File: src/rtl/instruction_fetch.sv
// Fetch stage: one outstanding instruction-memory read, registered IF/ID slot
// with a one-entry hold buffer, decode stall and branch/jump flush handling.
module instruction_fetch #(
  parameter int N = 32
) (
  input  logic         clk,
  input  logic         reset,
  input  logic [N-1:0] pc,
  output logic         pc_advance,
  output logic         imem_req_valid,
  output logic [N-1:0] imem_req_addr,
  input  logic         imem_req_ready,
  input  logic         imem_resp_valid,
  input  logic [N-1:0] imem_resp_data,
  input  logic         id_ready,
  input  logic         flush,
  output logic         if_valid,
  output logic [N-1:0] if_instr,
  output logic [N-1:0] if_pc,
  output logic [N-1:0] if_pc_plus4,
  output logic [1:0]   dbg_state
);

  typedef enum logic [1:0] {
    S_REQ     = 2'd0,
    S_WAIT    = 2'd1,
    S_HOLD    = 2'd2,
    S_DISCARD = 2'd3
  } state_t;

  state_t       r_state;
  logic [N-1:0] r_req_pc;
  logic         r_hold_valid;
  logic [N-1:0] r_hold_instr;
  logic [N-1:0] r_hold_pc;
  logic         r_if_valid;
  logic [N-1:0] r_if_instr;
  logic [N-1:0] r_if_pc;

  logic w_req_fire;
  logic w_slot_free;

  // Handshakes: a request transfers in a cycle where imem_req_valid and
  // imem_req_ready are both high; responses have no back-pressure and are
  // taken the cycle imem_resp_valid is high; decode takes if_* when
  // if_valid and id_ready are both high.
  assign imem_req_valid = reset && (r_state == S_REQ) && !flush;
  assign imem_req_addr  = pc;
  assign w_req_fire     = imem_req_valid && imem_req_ready;
  assign pc_advance     = w_req_fire;
  assign w_slot_free    = !r_if_valid || id_ready;

  assign if_valid    = r_if_valid;
  assign if_instr    = r_if_instr;
  assign if_pc       = r_if_pc;
  assign if_pc_plus4 = r_if_pc + N'(4);
  assign dbg_state   = r_state;

  always_ff @(posedge clk or negedge reset) begin
    if (!reset) begin
      r_state      <= S_REQ;
      r_req_pc     <= '0;
      r_hold_valid <= 1'b0;
      r_hold_instr <= '0;
      r_hold_pc    <= '0;
      r_if_valid   <= 1'b0;
      r_if_instr   <= '0;
      r_if_pc      <= '0;
    end else if (flush) begin
      r_if_valid   <= 1'b0;
      r_hold_valid <= 1'b0;
      case (r_state)
        S_REQ:     r_state <= S_REQ;
        S_WAIT:    r_state <= imem_resp_valid ? S_REQ : S_DISCARD;
        S_HOLD:    r_state <= S_REQ;
        S_DISCARD: r_state <= S_DISCARD;
        default:   r_state <= S_REQ;
      endcase
    end else begin
      if (r_if_valid && id_ready) r_if_valid <= 1'b0;
      case (r_state)
        S_REQ: begin
          if (w_req_fire) begin
            r_req_pc <= pc;
            r_state  <= S_WAIT;
          end
        end
        S_WAIT: begin
          if (imem_resp_valid) begin
            if (w_slot_free) begin
              r_if_valid <= 1'b1;
              r_if_instr <= imem_resp_data;
              r_if_pc    <= r_req_pc;
              r_state    <= S_REQ;
            end else begin
              r_hold_valid <= 1'b1;
              r_hold_instr <= imem_resp_data;
              r_hold_pc    <= r_req_pc;
              r_state      <= S_HOLD;
            end
          end
        end
        S_HOLD: begin
          // Only entered with the slot occupied, so id_ready drains it and
          // the held word refills it in the same edge.
          if (id_ready && r_hold_valid) begin
            r_if_valid   <= 1'b1;
            r_if_instr   <= r_hold_instr;
            r_if_pc      <= r_hold_pc;
            r_hold_valid <= 1'b0;
            r_state      <= S_REQ;
          end
        end
        S_DISCARD: begin
          if (imem_resp_valid) r_state <= S_REQ;
        end
        default: r_state <= S_REQ;
      endcase
    end
  end

endmodule

File: config.mk
export PLATFORM = sky130hd
export DESIGN_NAME = instruction_fetch
export DESIGN_NICKNAME = d
export VERILOG_FILES = /design/src/rtl/instruction_fetch.sv
export SDC_FILE = /design/constraint.sdc
export NUM_CORES = 1
export LEC_CHECK = 0
export BUFFER_PORTS_ARGS = -buffer_cell sky130_fd_sc_hd__buf_2
export CORE_MARGIN = 5
export CORE_UTILIZATION = 35
export CTS_CLUSTER_DIAMETER = 200
export DETAILED_ROUTE_END_ITERATION = 8
export PLACE_DENSITY_LB_ADDON = 0.15
export SKIP_LAST_GASP = 1
export SYNTH_ARGS = -nofsm -noshare
export SYNTH_HDL_FRONTEND = slang
export SYNTH_SLANG_ARGS = --single-unit
File: constraint.sdc
create_clock -name clk -period 4.69 [get_ports clk]
set_input_delay 0 -clock clk [delete_from_list [all_inputs] [get_ports clk]]
set_output_delay 0 -clock clk [all_outputs]
set_load 0.05 [all_outputs]
==> results of run 1 <==
## cells in the final DEF, fill, tap and decap left out, types with 2 or more instances in the layout
| cell type | instances |
|---|---|
| buf_2 | 201 |
| mux2_2 | 185 |
| dfrtp_1 | 164 |
| nand2_1 | 108 |
| dlygate4sd3_1 | 69 |
| xnor2_1 | 19 |
| clkbuf_16 | 17 |
| nand3_1 | 11 |
| inv_1 | 9 |
| xor2_1 | 9 |
| nand4_1 | 8 |
| mux2i_1 | 8 |
| and3_1 | 7 |
| nor2_1 | 6 |
| buf_4 | 6 |
| ha_1 | 4 |
| clkinv_4 | 4 |
| nand2b_1 | 3 |
| clkinvlp_4 | 3 |
| clkbuf_8 | 3 |
| nor3_2 | 2 |
| and4_1 | 2 |
| nor3_1 | 2 |
| o22ai_1 | 2 |
| o21ai_0 | 2 |
| bufinv_16 | 2 |
| clkinv_2 | 2 |
## worst max path at each step
stage / slack (ns) / to / start
2_1_floorplan: 2.25 / if_pc_plus4[23] / if_pc[4]$_DFFE_PN0P_
4_1_cts: 1.79 / pc_advance / reset
6_report: 1.93 / pc_advance / reset
5_1_grt: 1.63 / pc_advance / reset
3_3_place_gp: 2.27 / r_hold_instr[0]$_DFFE_PN0P_ / dbg_state[1]$_DFFE_PN0P_
3_5_place_dp: 2.18 / r_hold_instr[9]$_DFFE_PN0P_ / dbg_state[1]$_DFFE_PN0P_
## tightest hold or removal path, cell delays in order
cell	delay, ns
buf_2	0.09
nand2_1	0.04
nand2_1	0.07
a31oi_1	0.11
a22oi_1	0.14
## cells in the mapped netlist, types with 5 or more instances
| cell | n |
|---|---|
| nand3_1 | 11 |
| clkbuf_1 | 10 |
| inv_1 | 9 |
| and3_1 | 7 |
| mux2i_1 | 8 |
| buf_4 | 46 |
| dfrtp_1 | 164 |
| mux2_2 | 185 |
| xor2_1 | 9 |
| nand2_1 | 108 |
| ha_1 | 5 |
| nor2_1 | 6 |
| xnor2_1 | 19 |
| nand4_1 | 8 |
## cells by family (layout without fill, tap and decap cells)
group | after synthesis | in the layout | synth area share, %
XOR/XNOR | 28 | 28 | 3.12
adder cells (fa/ha/maj) | 5 | 5 | 0.796
multiplexers | 193 | 193 | 27.5
AO/OA/AOI/OAI | 12 | 12 | 1.03
other | 0 | 1 | 0
flip-flops | 164 | 164 | 52.2
AND/OR/NAND/NOR | 160 | 160 | 9.61
buffers and inverters | 72 | 318 | 5.71
## timing repair
action	4_1_cts	5_1_grt
hold endpoints to repair	189	0
hold buffers	69	0
setup buffers	0	0
## state kept, by name, summed over array words and instances (netlist names)
register and flops:
if_instr 32, if_pc 32, r_hold_instr 32, r_hold_pc 32
r_req_pc 32, dbg_state 2, if_valid 1, r_hold_valid 1
## per-stage QoR
step           hold WS, ns  instances  setup WS, ns
6_report            0.0694       1161          1.93
5_1_grt              0.106       1161          1.63
4_1_cts             0.0496       1160          1.79
3_5_place_dp         0.157       1059          2.18
3_3_place_gp         0.147       1059          2.27
2_1_floorplan       -0.296        634          2.25
## final cells by class
type | count | share of cell area [%]
Antenna cell | 1 | 0.0246
Clock buffer | 21 | 4.63
Sequential cell | 164 | 40.4
Timing Repair Buffer | 277 | 17.2
Clock inverter | 11 | 1.26
Tap cell | 280 | 3.45
Inverter | 9 | 0.332
Multi-Input combinational cell | 398 | 32.7
## power groups by stage
stage | clock network (uW) | logic [uW] | registers, uW
floorplan | 0 | 1710 | 3350
global placement | 0 | 3280 | 2510
detailed placement | 0 | 3330 | 2550
CTS | 1440 | 3390 | 2530
global route | 1500 | 3550 | 2620
finish | 1400 | 3350 | 2530
## per-layer routing
metal | share of wire [%] | vias up | routed length, um | track usage, %
met2 | 48 | 150 | 9590 | 27.1
met1 | 46 | 2771 | 9290 | 20.8
met5 | 0 | - | 0 | 0
met3 | 4.4 | 24 | 872 | 3.30
li1 | - | 2616 | - | -
met4 | 1.4 | 0 | 280 | 5.01
==> qor.yml, run 1 <==
grt:
  grt.overflow.total: 0
  grt_start_max_net_pins: 95
  antenna_found_initial: 1
  grt_pass1_vias: 6182
  grt_use_total_pct: 16.0
  grt_pass1_wl_mm: 33.1
clock_network:
  clk_pin_slew_ns: 0.06
  cts_max_level: 4
  cts_tree: "yes"
  worstSkewPairLatency_ns: 0.43
  cts_resized: 0
  cts_num_sinks: 164
  clockRootBuffer: "clkbuf_16"
  cts_made_buffers: 17
  clock_path_buffers: 2
detailed_routing:
  vias: 5561
  wl_per_cell_um: 17.3
  dr.first_iter.drc_count: 238
  drc: 0
  via_per_inst: 4.79
  wl_mm: 20.0
  firstDrtPassIters: 4
  antenna_left: 0
logic_synthesis:
  seq_area_frac_synth_pct: 52.2
  syn_nets: 709
  synth_area_leaders: "dfrtp_1 (52%), mux2_2 (27%), nand2_1 (5.2%)"
  avgSynthCellArea_sq_um: 12.4
  synth_top_cell_area_share_pct: 52.2
  ys.flop_type: "dfrtp_1"
  yosys_warnings: 0
  yosysUniqueCellTypes: 42
  yosysTopAreaCell: "dfrtp_1"
  synth_edf_count: 0
  ys_ff_latch: 164
  synthesis.area_sq_um: 7860
  synth-async-reset-ratio_pct: 100
  syn_inst: 634
critical_path:
  worst_path_most_repeated_cell: "buf_4"
  cp.arrival_ns: 2.76
  worstSetupPathType: "in -> out"
  path_max_fanout: 94
  path_cells: "dlygate4sd3_1 > buf_6 > nand4b_1 > buf_4 > inv_1 > buf_4 > buf_2"
  crit_path_start_kind: "input port"
  crit_path_end_kind: "primary output"
  crit_family: "buffers and inverters"
  rr_startpoint: "dbg_state[0]$_DFFE_PN0P_"
  regToRegSetupSlack_ns: 2.04
  path_buf_inv: 6
  crit_slowest_cell: "buf_6"
  crit_path_max_incr_delay_ns: 0.65
  ff2ff_path_depth: 6
  worstPathRequired_ns: 4.69
  r2r-end: "if_valid$_DFF_PN0_"
  path_depth: 7
sta:
  fin_setup_tns_ns: 0
  rsz0062_at_grt: "false"
  finalClockSkew_ns: 0.00857
  setup_viol: 0
  post-route-min-period_ns: 2.76
  fmax_ghz: 0.362
  finalMaxSlewViolations: 0
  relSlewSlack_pct: 24.7
  finalHoldViolCount: 0
  worstMarginPinSlew_ns: 1.13
  timing.final.crit_share_pct: 58.9
floorplanning:
  die_h_um: 160
  dieArea_sq_um: 25600
  start_util_pct: 35.8
  rows: 54
  die_x_um: 160
  core_sq_um: 22000
  ios: 203
power_and_ir_drop:
  p_leak_uw: 0.00506
  combPwrFrac_pct: 46.0
  p_clk_share_pct: 19.3
  finalPower_uw: 7270
  p_sw_share_pct: 44.9
  p_int_uw: 4010
  ir_drop_uv: 392
  power_frac_seq_pct: 34.7
  switching_power_uw: 3270
  powerDensity_nw_per_um2: 716
final_layout:
  seq_area_sq_um: 4100
  final_nets: 942
  area_growth_pct: 29.3
  multi_input_area_sq_um: 3320
  fin_area_sq_um: 10200
  fillCellCount: 2033
  drive_gt1_share_pct: 49.2
  fin_util_pct: 46.3
placed_design:
  place_area_sq_um: 8870
  dp_hpwl_mm: 12.9
  numPortBuffers: 202
  gp_congestion: 0.785
outcome:
  outcome: "finished clean"
run:
  drv_cap: 0
worst_hold_path:
  whs_path_depth: 5
  hold_end: "dbg_state[0]$_DFFE_PN0P_"
  hold_start: "imem_req_ready"
  hp-class: "in -> reg"
(Power assumes the default switching activity.)
==> inputs of run 2 (changes only) <==
- clock period: 4.69 -> 2.8 ns (I/O delays scaled with it)
==> run 2 against run 1 <==
  * Core utilization grew 0.51 points
  * Setup slack lost 1.5 ns
  * Clock power grew 84%
  * Combinational power grew 68%
  * Design area grew 1.1%
  * Sequential power grew 67%
  * Die area is the same
  * Critical endpoint is now if_pc_plus4[31]
  * Largest cell class unchanged
==> qor.yml, run 2 (synthesis gave the netlist of run 1 again) <==
outcome:
  outcome: "finished clean"
clock_network:
  clockRootBuffer: "clkbuf_16"
  cts_num_sinks: 164  # unchanged
  cts_tree: "yes"
  hold_buffers: 69  # unchanged
  cts_max_level: 4  # unchanged
  cts_resized: 0  # unchanged
  clock_path_buffers: 2  # unchanged
  cts_made_buffers: 17  # unchanged
  worstSkewPairLatency_ns: 0.42  # about the same
  post-cts-setup-buffers: 0  # unchanged
  clk_pin_slew_ns: 0.06  # about the same
critical_path:
  worstPathRequired_ns: 2.80  # -1.89 ns
  regToRegSetupSlack_ns: 0.60  # -1.44 ns
  crit_path_max_incr_delay_ns: 0.47  # -0.18 ns
  path_buf_inv: 2  # -4
  path_max_fanout: 7  # -93%
  crit_path_start_kind: "flop"
  crit_path_end_kind: "primary output"
  cp.arrival_ns: 2.41  # -0.35 ns
  worstSetupPathType: "reg -> out"
  crit_slowest_cell: "dfrtp_1"
  crit_family: "simple AND/OR/NAND/NOR gates"
  path_cells: "nand3_1 > nor3_2 > buf_4 > nand4_1 > xnor2_1 > buf_2"
final_layout:
  drive_gt1_share_pct: 49.4  # +0.23 points
  final_nets: 947  # +0.53%
  final_common_cell: "buf_2"
  fillCellCount: 1979  # -2.7%
  layout_common_cells: "buf_2 (201), mux2_2 (185), dfrtp_1 (164)"
  fin_util_pct: 46.8  # +0.51 points
  area_growth_pct: 30.7
floorplanning:
  start_util_pct: 35.8  # unchanged
  die_x_um: 160  # unchanged
  ios: 203  # unchanged
  dieArea_sq_um: 25600  # unchanged
  rows: 54  # unchanged
  die_h_um: 160  # unchanged
  core_sq_um: 22000  # unchanged
sta:
  timing.final.crit_share_pct: 86.0
  setup_ws_ns: 0.391  # -1.53 ns
  setup_viol: 0  # unchanged
  worstMarginPinSlew_ns: 0.672  # -0.457 ns
  post-route-min-period_ns: 2.41
  fin_setup_tns_ns: 0  # unchanged
  finalMaxSlewViolations: 0  # unchanged
  finalHoldViolCount: 0  # unchanged
  relSlewSlack_pct: 55.2  # +30 points
  fmax_ghz: 0.415
  finalClockSkew_ns: 0.00912  # +0.000550 ns
  rsz0062_at_grt: "false"
grt:
  antenna_found_initial: 1  # unchanged
  grt_pass1_vias: 6040  # -2.3%
  grt_use_total_pct: 16.0  # -0.081 points
  grt_start_max_net_pins: 69  # -27%
  grt.overflow.total: 0  # unchanged
  grt_pass1_wl_mm: 33.0  # about the same
power_and_ir_drop:
  ir_drop_uv: 629  # +61%
  powerDensity_nw_per_um2: 1210  # +69%
  p_leak_uw: 0.00511  # +0.99%
detailed_routing:
  drc: 0  # unchanged
  wl_per_cell_um: 17.1  # -0.71%
  dr.first_iter.drc_count: 209  # -12%
  wl_mm: 20.0  # -0.36%
  antenna_left: 0  # unchanged
  vias: 5555  # -0.11%
  firstDrtPassIters: 4  # unchanged
  via_per_inst: 4.77  # -0.45%
placed_design:
  numPortBuffers: 202  # unchanged
  gp_congestion: 0.753  # -4.0%
  dp_hpwl_mm: 13.0  # +0.29%
  pre_cts_slack_ns: 0.582  # -1.60 ns
worst_hold_path:
  hp-class: "in -> reg"
run:
  drv_cap: 0  # unchanged
-- run 2: cell count changes in the layout (fill, tap and decap cells not counted), sizes merged --
cell / change
buf: +5
bufinv: +3
clkbuf: -2
clkinv: -3
inv: +1
-- run 2: final cells by class --
| cell class | instances | area (sq um) | area share [%] |
|---|---|---|---|
| diodes | 1 | 2.50 | 0.0243 |
| clock buffers | 19 | 443 | 4.31 |
| clock inverters | 12 | 204 | 1.98 |
| inverters | 9 | 33.8 | 0.329 |
| multi-input cells | 398 | 3320 | 32.3 |
| flip-flops and latches | 164 | 4100 | 39.9 |
| well taps | 280 | 350 | 3.41 |
| repair buffers | 282 | 1820 | 17.7 |
-- run 2: layer usage --
metal / part of all wire, % / vias to the layer above / track usage, % / routed length, um
met1: 48 / 2758 / 22.0 / 9510
li1: - / 2619 / - / -
met4: 1.2 / 0 / 3.60 / 244
met5: 0 / - / 0 / 0
met2: 46 / 158 / 25.4 / 9280
met3: 4.6 / 20 / 4.15 / 923
-- run 2: power by group --
| part | internal (uW) | leakage (uW) | total, uW | switching [uW] |
|---|---|---|---|---|
| Sequential | 3440 | 0.00212 | 4220 | 788 |
| Clock | 1610 | 0.000306 | 2570 | 967 |
| Combinational | 1900 | 0.00269 | 5630 | 3730 |
-- run 2: worst paths after layout --
check | from | to | depth (start not counted)
min reg2reg | r_req_pc[14]$_DFFE_PN0P_ | r_req_pc[14]$_DFFE_PN0P_ | 2
max reg2reg | dbg_state[1]$_DFFE_PN0P_ | if_instr[4]$_DFFE_PN0P_ | 6
min | imem_req_ready | dbg_state[0]$_DFFE_PN0P_ | 5
max in group asynchronous | reset | if_pc[7]$_DFFE_PN0P_ | 3
max | if_pc[4]$_DFFE_PN0P_ | if_pc_plus4[31] | 6
min in group asynchronous | reset | r_req_pc[12]$_DFFE_PN0P_ | 2
-- run 2: metrics by stage --
stage                     power [uW]  std cells  hold slack [ns]  cell area, sq um
after floorplan                 8480        634           -0.296              7860
after global placement          9720       1064           0.0435              8940
after detailed placement        9870       1064           0.0484              8940
after CTS                      12600       1164           0.0983             10300
after global routing           13100       1165            0.142             10300
final                          12400       1165            0.124             10300
-- run 2: tightest hold or removal path, stage by stage --
cell and delay, ns:
buf_2 0.09, nand2_1 0.05, nand2_1 0.06, a31oi_1 0.11, a22oi_1 0.17
==> inputs of run 3 (changes only) <==
- clock period: 2.8 -> 2.25 ns (I/O delays scaled with it)
==> run 3 against run 2 <==
  * Cell count is 0.94% higher
  * Sequential cell count stayed put
  * Largest power group unchanged
  * Non-clock buffer count is 11 higher
  * Sequential power is 25% higher
  * Sequential share of layout area is 0.85 points lower
  * Combinational power is 29% higher
  * Design area is 2.5% higher
  * Highest routed layer unchanged
==> qor.yml, run 3 (synthesis gave the netlist of run 1 again) <==
placed_design:
  dp_hpwl_mm: 13.3  # +2.4%
  post-place-cells: 1071  # +0.66%
  gp_congestion: 0.734  # -2.5%
  numPortBuffers: 202  # unchanged
sta:
  setup_viol: 0  # unchanged
  worstMarginPinSlew_ns: 0.868  # +0.195 ns
  finalMaxSlewViolations: 0  # unchanged
  finalClockSkew_ns: 0.0127  # +0.00360 ns
  timing.final.crit_share_pct: 95.0
  rsz0062_at_grt: "true"
  fmax_ghz: 0.468
  relSlewSlack_pct: 42.2  # -13 points
  post-route-min-period_ns: 2.14
  finalHoldViolCount: 0  # unchanged
detailed_routing:
  dr.first_iter.drc_count: 212  # +1.4%
  route.met3.wl_um: 767  # -17%
  via_per_inst: 4.70  # -1.4%
  antenna_left: 0  # unchanged
  drc: 0  # unchanged
  drt-met1-wl_mm: 8.59  # -9.8%
  dr.max_layer_used: "met4"
  wl_met2_mm: 10.2  # +9.9%
  firstDrtPassIters: 5  # +1
  vias: 5528  # -0.49%
  wl_per_cell_um: 16.8  # -2.0%
  wl_mm: 19.7  # -1.1%
floorplanning:
  ios: 203  # unchanged
  dieArea_sq_um: 25600  # unchanged
  rows: 54  # unchanged
  core_sq_um: 22000  # unchanged
  start_util_pct: 35.8  # unchanged
  die_x_um: 160  # unchanged
  die_h_um: 160  # unchanged
grt:
  grt_start_max_net_pins: 166  # +140%
  grt_pass1_vias: 6295  # +4.2%
  grt_pass1_wl_mm: 33.1  # about the same
  grt.overflow.total: 0  # unchanged
  antenna_found_initial: 0  # -1
  grt_use_total_pct: 15.9  # -0.088 points
final_layout:
  stdcell_count: 1176  # +0.94%
  final_nets: 958  # +1.2%
  fin_util_pct: 48.0  # +1.2 points
  antennaDiodeCount: 0  # -1
  layout_common_cells: "buf_2 (194), mux2_2 (185), dfrtp_1 (152)"
  drive_gt1_share_pct: 53.8  # +4.4 points
  final_common_cell: "buf_2"
  area_growth_pct: 34.1
critical_path:
  cp.arrival_ns: 2.14  # -0.27 ns
  crit_path_start_kind: "flop"
  worstPathRequired_ns: 2.25  # -0.55 ns
  path_max_fanout: 8  # +1
  worstSetupPathType: "reg -> out"
  crit_path_end_kind: "primary output"
clock_network:
  cts_max_level: 4  # unchanged
  clockRootBuffer: "clkbuf_16"
  cts_made_buffers: 17  # unchanged
  cts_tree: "yes"
  worstSkewPairLatency_ns: 0.42  # about the same
  clock_path_buffers: 2  # unchanged
  clk_pin_slew_ns: 0.07  # about the same
  cts_num_sinks: 164  # unchanged
power_and_ir_drop:
  ir_drop_uv: 680  # +8.0%
  powerDensity_nw_per_um2: 1460  # +21%
  p_leak_uw: 0.00528  # +3.4%
worst_hold_path:
  hp-class: "in -> reg"
run:
  drv_cap: 0  # unchanged
outcome:
  outcome: "finished clean"
[run 3: cell type report]
| cell class | count | area (sq um) |
|---|---|---|
| Timing Repair Buffer | 293 | 1960 |
| Sequential cell | 164 | 4120 |
| Inverter | 9 | 33.8 |
| Multi-Input combinational cell | 398 | 3480 |
| Tap cell | 280 | 350 |
| Fill cell | 1997 | 11400 |
| Clock buffer | 19 | 453 |
| Clock inverter | 13 | 141 |
[run 3: routing by layer]
layer	vias up	GRT usage (%)
li1	2657	-
met1	2740	20.1
met2	120	27.7
met3	11	3.61
met4	0	3.68
met5	-	0
[run 3: worst paths after layout]
check	slack, ns	endpoint	from	cells past startpoint
min in group asynchronous	0.42	r_req_pc[25]$_DFFE_PN0P_	reset	3
worst min-delay path	0.12	dbg_state[0]$_DFFE_PN0P_	imem_req_ready	5
max in group asynchronous	1.17	if_pc[6]$_DFFE_PN0P_	reset	3
worst max register to register	0.26	if_valid$_DFF_PN0_	dbg_state[0]$_DFFE_PN0P_	6
worst min register to register	0.49	r_req_pc[3]$_DFFE_PN0P_	r_req_pc[3]$_DFFE_PN0P_	2
worst max-delay path	0.11	if_pc_plus4[31]	if_pc[13]$_DFFE_PN0P_	6
[run 3: what timing repair did]
item,in CTS,in global routing
setup endpoints to repair,11,12
endpoints found under the hold margin,263,0
hold buffers,69,0
buffers inserted,2,2
gates resized for setup,9,14
pin swaps,2,1
[run 3: per-stage QoR]
stage | hold WS, ns | power, uW | setup TNS [ns] | cell area [sq um] | setup WS (ns)
floorplan | -0.296 | 10700 | -0.00238 | 8000 | -0.000238
global placement | 0.203 | 12300 | 0 | 9160 | 0.326
detailed placement | 0.208 | 12500 | 0 | 9160 | 0.275
CTS | 0.0946 | 15600 | 0 | 10500 | 0.00310
global route | 0.161 | 16300 | -0.0561 | 10500 | -0.0310
finish | 0.115 | 15400 | 0 | 10500 | 0.113
[run 3: worst max-delay path, cell delays in order, from the launching register on]
cell	delay, ns
dfrtp_2	0.45
nand4_1	0.22
buf_4	0.20
nor2_2	0.17
nand4_1	0.21
xnor2_2	0.22
clkbuf_4	0.26
[run 3: where the power goes]
part           internal (uW)  switching [uW]  total [uW]
Sequential              4290            1000        5290
Clock                   1630            1270        2900
Combinational           2550            4690        7240
Total                   8470            6970       15400
